--- src/rtl/arb4_rr_merge_if.sv ---
// arb4_rr_merge_if: channel/output bundle for arb4_rr_merge; in_valid/in_data0..3/in_last/in_ready per channel, out_valid/out_data/out_src/out_last/out_ready stream; slave = merge stage, master = its environment
interface arb4_rr_merge_if #(parameter int DW = 8);
  logic [3:0] in_valid;
  logic [DW-1:0] in_data0;
  logic [DW-1:0] in_data1;
  logic [DW-1:0] in_data2;
  logic [DW-1:0] in_data3;
  logic [3:0] in_last;
  logic [3:0] in_ready;
  logic out_valid;
  logic [DW-1:0] out_data;
  logic [1:0] out_src;
  logic out_last;
  logic out_ready;
  modport slave (
    input in_valid, in_data0, in_data1, in_data2, in_data3, in_last, out_ready,
    output in_ready, out_valid, out_data, out_src, out_last
  );
  modport master (
    output in_valid, in_data0, in_data1, in_data2, in_data3, in_last, out_ready,
    input in_ready, out_valid, out_data, out_src, out_last
  );
endinterface

--- src/rtl/arb4_rr_merge.sv ---
// arb4_rr_merge: 4-channel round-robin merge into one registered tagged stream; ports clk, rst (sync active-high), bus (arb4_rr_merge_if.slave: 4 valid/data/last/ready channels in, out_valid/data/src/last with out_ready); define ARB4_RR_MERGE_LOCK_EN to hold the grant until a packet's last beat
module arb4_rr_merge #(parameter int DW = 8) (
  input logic clk,
  input logic rst,
  arb4_rr_merge_if.slave bus
);
  logic [DW-1:0] w_data [4];
  logic [DW-1:0] r_data;
  logic [1:0] r_ptr, r_src, w_win, w_sel;
  logic r_valid, r_last, w_any, w_load_ok, w_xfer, w_ptr_upd;
  assign w_data[0] = bus.in_data0;
  assign w_data[1] = bus.in_data1;
  assign w_data[2] = bus.in_data2;
  assign w_data[3] = bus.in_data3;
  assign w_any = |bus.in_valid;
  assign w_load_ok = ~r_valid | bus.out_ready;
  always_comb begin
    w_win = r_ptr;
    for (int k = 3; k >= 0; k--)
      w_win = bus.in_valid[r_ptr + 2'(k)] ? r_ptr + 2'(k) : w_win;
  end
`ifdef ARB4_RR_MERGE_LOCK_EN
  logic r_locked;
  logic [1:0] r_lock_ch;
  assign w_sel = r_locked ? r_lock_ch : w_win;
  assign w_ptr_upd = bus.in_last[w_sel];
  always_ff @(posedge clk) begin
    if (rst) begin
      r_locked <= 1'b0;
      r_lock_ch <= 2'd0;
    end else if (w_xfer) begin
      r_locked <= ~bus.in_last[w_sel];
      r_lock_ch <= w_sel;
    end
  end
`else
  assign w_sel = w_win;
  assign w_ptr_upd = 1'b1;
`endif
  assign bus.in_ready = (~rst & w_load_ok & w_any) ? 4'b0001 << w_sel : 4'b0000;
  assign w_xfer = |(bus.in_valid & bus.in_ready);
  always_ff @(posedge clk) begin
    if (rst) begin
      r_valid <= 1'b0;
      r_data <= '0;
      r_src <= 2'd0;
      r_last <= 1'b0;
      r_ptr <= 2'd0;
    end else if (w_xfer) begin
      r_valid <= 1'b1;
      r_data <= w_data[w_sel];
      r_src <= w_sel;
      r_last <= bus.in_last[w_sel];
      if (w_ptr_upd) r_ptr <= w_sel + 2'd1;
    end else if (bus.out_ready) begin
      r_valid <= 1'b0;
    end
  end
  assign bus.out_valid = r_valid;
  assign bus.out_data = r_data;
  assign bus.out_src = r_src;
  assign bus.out_last = r_last;
endmodule

--- src/flat_wrapper.sv ---
// flat-port wrapper written by rule: the top's interface ports become plain ports
module arb4_rr_merge_flat 
#(parameter int DW = 8)
  (clk, rst, bus_in_valid, bus_in_data0, bus_in_data1, bus_in_data2, bus_in_data3, bus_in_last, bus_out_ready, bus_in_ready, bus_out_valid, bus_out_data, bus_out_src, bus_out_last);
  arb4_rr_merge_if #(.DW(DW)) bus_i ();
  input logic clk;
  input logic rst;
  input wire logic [$bits(bus_i.in_valid)-1:0] bus_in_valid;
  input wire logic [$bits(bus_i.in_data0)-1:0] bus_in_data0;
  input wire logic [$bits(bus_i.in_data1)-1:0] bus_in_data1;
  input wire logic [$bits(bus_i.in_data2)-1:0] bus_in_data2;
  input wire logic [$bits(bus_i.in_data3)-1:0] bus_in_data3;
  input wire logic [$bits(bus_i.in_last)-1:0] bus_in_last;
  input wire logic [$bits(bus_i.out_ready)-1:0] bus_out_ready;
  output wire logic [$bits(bus_i.in_ready)-1:0] bus_in_ready;
  output wire logic [$bits(bus_i.out_valid)-1:0] bus_out_valid;
  output wire logic [$bits(bus_i.out_data)-1:0] bus_out_data;
  output wire logic [$bits(bus_i.out_src)-1:0] bus_out_src;
  output wire logic [$bits(bus_i.out_last)-1:0] bus_out_last;
  assign bus_i.in_valid = bus_in_valid;
  assign bus_i.in_data0 = bus_in_data0;
  assign bus_i.in_data1 = bus_in_data1;
  assign bus_i.in_data2 = bus_in_data2;
  assign bus_i.in_data3 = bus_in_data3;
  assign bus_i.in_last = bus_in_last;
  assign bus_i.out_ready = bus_out_ready;
  assign bus_in_ready = bus_i.in_ready;
  assign bus_out_valid = bus_i.out_valid;
  assign bus_out_data = bus_i.out_data;
  assign bus_out_src = bus_i.out_src;
  assign bus_out_last = bus_i.out_last;
  arb4_rr_merge #(.DW(DW)) u_core (.clk(clk), .rst(rst), .bus(bus_i));
endmodule
--- config.mk ---
export PLATFORM = sky130hd
export DESIGN_NAME = arb4_rr_merge_flat
export DESIGN_NICKNAME = d
export VERILOG_FILES = /design/src/rtl/arb4_rr_merge_if.sv /design/src/rtl/arb4_rr_merge.sv /design/src/flat_wrapper.sv
export SDC_FILE = /design/constraint.sdc
export NUM_CORES = 1
export LEC_CHECK = 0
export ABC_AREA = 0
export CAP_MARGIN = 10
export CORE_AREA = 4 4 55 57
export DETAILED_ROUTE_END_ITERATION = 10
export DIE_AREA = 0 0 59 61
export PLACE_DENSITY = 0.82
export SLEW_MARGIN = 40
export SYNTH_ARGS = -nofsm -noshare
export SYNTH_HDL_FRONTEND = slang
export SYNTH_SLANG_ARGS = --single-unit
--- constraint.sdc ---
create_clock -name clk -period 3.8 [get_ports clk]
set_clock_uncertainty 0.1 [all_clocks]
set_input_delay 0.95 -clock clk [delete_from_list [all_inputs] [get_ports clk]]
set_output_delay 0.95 -clock clk [all_outputs]
set_load 0.02 [all_outputs]
==> metrics.csv <==
stage,metric,value,unit
place,GPL Wtd Cong,0.916,
yosys,synthesized flop and latch total,14,
worst_setup_path,crit path DAT,2.67,ns
clock_network,CTS Buf Count,3,
clock_network,"Clk Latency, worst-skew pair",0.29,ns
sta,fin. max-slew vios,0,
global_routing,number of global-route vias before repair,1164,
global_routing,total congestion overflow,0,
yosys,Synthesized Nets,144,
power,Overall Power,0.570,mW
die,initial core utilization,38.9,%
power,Leak,0.738,nW
routing,Via Count,1101,
finish,Final Cell Area,0.00172,mm^2
clock_network,htree depth,1,
yosys,ys async rst share,0,%
clock_network,clock sinks,14,
yosys,number of warnings issued by yosys,0,
global_routing,Tot GR Track Use,18.2,%
place,detailed placer's ending HPWL,2.60,mm
min_path,Hold WC Path Type,reg -> reg,
routing,vias per inst,5.32,
power,PwrDens,332,mW/mm^2
yosys,Mapped Cells,101,
finish,Fillers,224,
sta,fin crit share,97.8,%
sta,final setup fails,0,
clock_network,Hold Buf Count CTS,0,
power,maximum VDD drop,0.195,mV
place,Post-DP Area,0.00167,mm^2
die,Core ar.,0.00248,mm^2
global_routing,global-route wire length before repair,4.95,mm
routing,drt drc,0,
die,Core Rows,18,
sta,actual slew at the worst max-slew pin,0.670,ns
die,Die ar.,0.00360,mm^2
job,Max Cap Violations,0,
sta,highest clock rate,0.269,GHz
worst_setup_path,WP data required,2.75,ns
sta,crit path time final,3.72,ns
yosys,"top cells by area, synth","dfxtp_1, mux2i_1, o211ai_2, a32oi_1, nand3_1",
routing,drt initial violations,28,
global_routing,largest net degree at the start of global routing,10,
die,I/O pin count,59,
worst_setup_path,critical path type,in -> out,
global_routing,number of antenna violations at the first check in global routing,0,
worst_setup_path,Crit. End Element,output pin,
sta,max_slew headroom,55.1,%
sta,"Hold Violations, Final",0,
place,IO Port Bufs,58,
worst_setup_path,crit path max fanout,5,
sta,Hold WS,0.396,ns
yosys,most frequent cell after synthesis,dfxtp_1,
routing,wire per inst,15.5,um
yosys,Yosys cell types,34,
die,Die X-Extent,59,um
finish,layout cells sized above 1,22.0,%
routing,Pre-antenna DRT Iters,4,
worst_setup_path,crit start category,primary input,
yosys,Post-Synthesis Cell Area,965,um^2
yosys,Post-synth EDFFs,0,
routing,Detail Route Antenna Nets,0,
yosys,predominant post-synthesis flop cell,dfxtp_1,
clock_network,Worst-path clk slew,0.08,ns
finish,"Area growth, synth to finish",77.8,%
routing,final WL,3.22,mm
clock_network,CTS max path bufs,2,
clock_network,TritonCTS clock tree,yes,
finish,fin nets,222,
yosys,Yosys top cell by area,dfxtp_1,
clock_network,clock root buffer,clkbuf_4,
yosys,post-synth top area share,29.1,%
finish,antenna cells,0,
die,Die Ht,61,um
yosys,average size of a mapped cell,9.55,um^2
outcome,status,completed,
yosys,sequential fraction of the synthesis area,29.1,%
sta,setup repair after global routing missed its margin,no,
yosys,most frequent cells after synthesis,"dfxtp_1, mux2i_1, nor2_1",
-- final timing paths --
path                                                           from                             endpoint  slack, ns  cells after the start
worst max register to register         u_core.r_ptr[1]$_SDFFE_PP0P_     u_core.bus.out_last$_SDFFE_PP0P_       1.90                      7
worst min-delay path            u_core.bus.out_data[5]$_SDFFE_PP0P_  u_core.bus.out_data[5]$_SDFFE_PP0P_       0.40                      2
worst max-delay path                                bus_in_valid[1]                      bus_in_ready[3]       0.08                      7
worst min register to register  u_core.bus.out_data[5]$_SDFFE_PP0P_  u_core.bus.out_data[5]$_SDFFE_PP0P_       0.40                      2
-- cell usage in the layout, fill, tap and decap left out, types with 2 or more instances in the layout --
cell type and n:
and3b_1 2, clkbuf_4 3, mux2i_1 11, nor2b_1 4, o211ai_2 8, dlygate4sd2_1 6, nor3_2 2, buf_4 21
nand2_1 2, nor2_1 10, inv_1 3, a32oi_1 9, clkdlybuf4s50_1 51, dfxtp_1 14, nand3_1 9, and2_1 2
nand2b_1 3, a211oi_2 2
-- where the power goes --
| part | internal [mW] | total, mW | leakage, nW | switching (mW) |
|---|---|---|---|---|
| logic | 0.158 | 0.291 | 0.608 | 0.133 |
| clock network | 0.0369 | 0.0895 | 0.0138 | 0.0526 |
| registers | 0.172 | 0.189 | 0.116 | 0.0177 |
| total | 0.367 | 0.570 | 0.738 | 0.203 |
-- registers in the layout (all words and copies together), names as in the netlist --
name                  count
u_core.bus.out_valid      1
u_core.bus.out_last       1
u_core.r_ptr              2
u_core.bus.out_src        2
u_core.bus.out_data       8
-- critical path: stages --
cell and delay, ns:
clkdlybuf4s50_1 0.55, buf_4 0.17, a211oi_2 0.06, buf_4 0.16
nor4b_4 0.27, and2_1 0.18, dlygate4sd2_1 0.33
-- logic make-up (layout without fill, tap and decap cells) --
group,after synthesis,after routing,share of synthesized area [%]
and+or+nand+nor,40,40,25.4
muxes,11,11,11.4
buffers and inverters,9,85,6.48
DFF,14,14,29.1
xor gates and xnor gates,1,1,0.908
AOI/OAI and AO/OA,26,26,26.7
-- stage by stage --
step	setup WS [ns]	cells	setup TNS, ns	util (%)
5_1_grt	0.0149	207	0	69.2
3_3_place_gp	-0.176	201	-0.560	67.3
2_1_floorplan	0.628	101	0	-
6_report	0.0847	207	0	69.2
4_1_cts	0.0226	207	0	69.1
3_5_place_dp	-0.245	201	-0.880	67.3
-- timing repair --
action / 4_1_cts / 5_1_grt
endpoints found under the hold margin: 0 / 0
endpoints found under the setup margin: 4 / 3
pin swaps: 1 / 0
resized for setup: 7 / 1
buffers inserted: 3 / 0
-- layer usage --
layer  up-vias  part of all wire (%)  track usage, %
li1        538                     -               -
met1       509                    38            18.8
met2        49                    52            35.5
met3         5                   8.8            3.62
met4         0                   1.5            7.77
met5         -                     0               0
-- cell type report --
class / count / area, um^2 / area share [%]
well taps: 30 / 37.5 / 2.19
inverters: 3 / 11.3 / 0.656
flip-flops and latches: 14 / 280 / 16.3
repair buffers: 79 / 733 / 42.7
multi-input cells: 78 / 631 / 36.8
clock buffers: 3 / 22.5 / 1.31
Note: power is estimated with default switching activity, not from simulation.
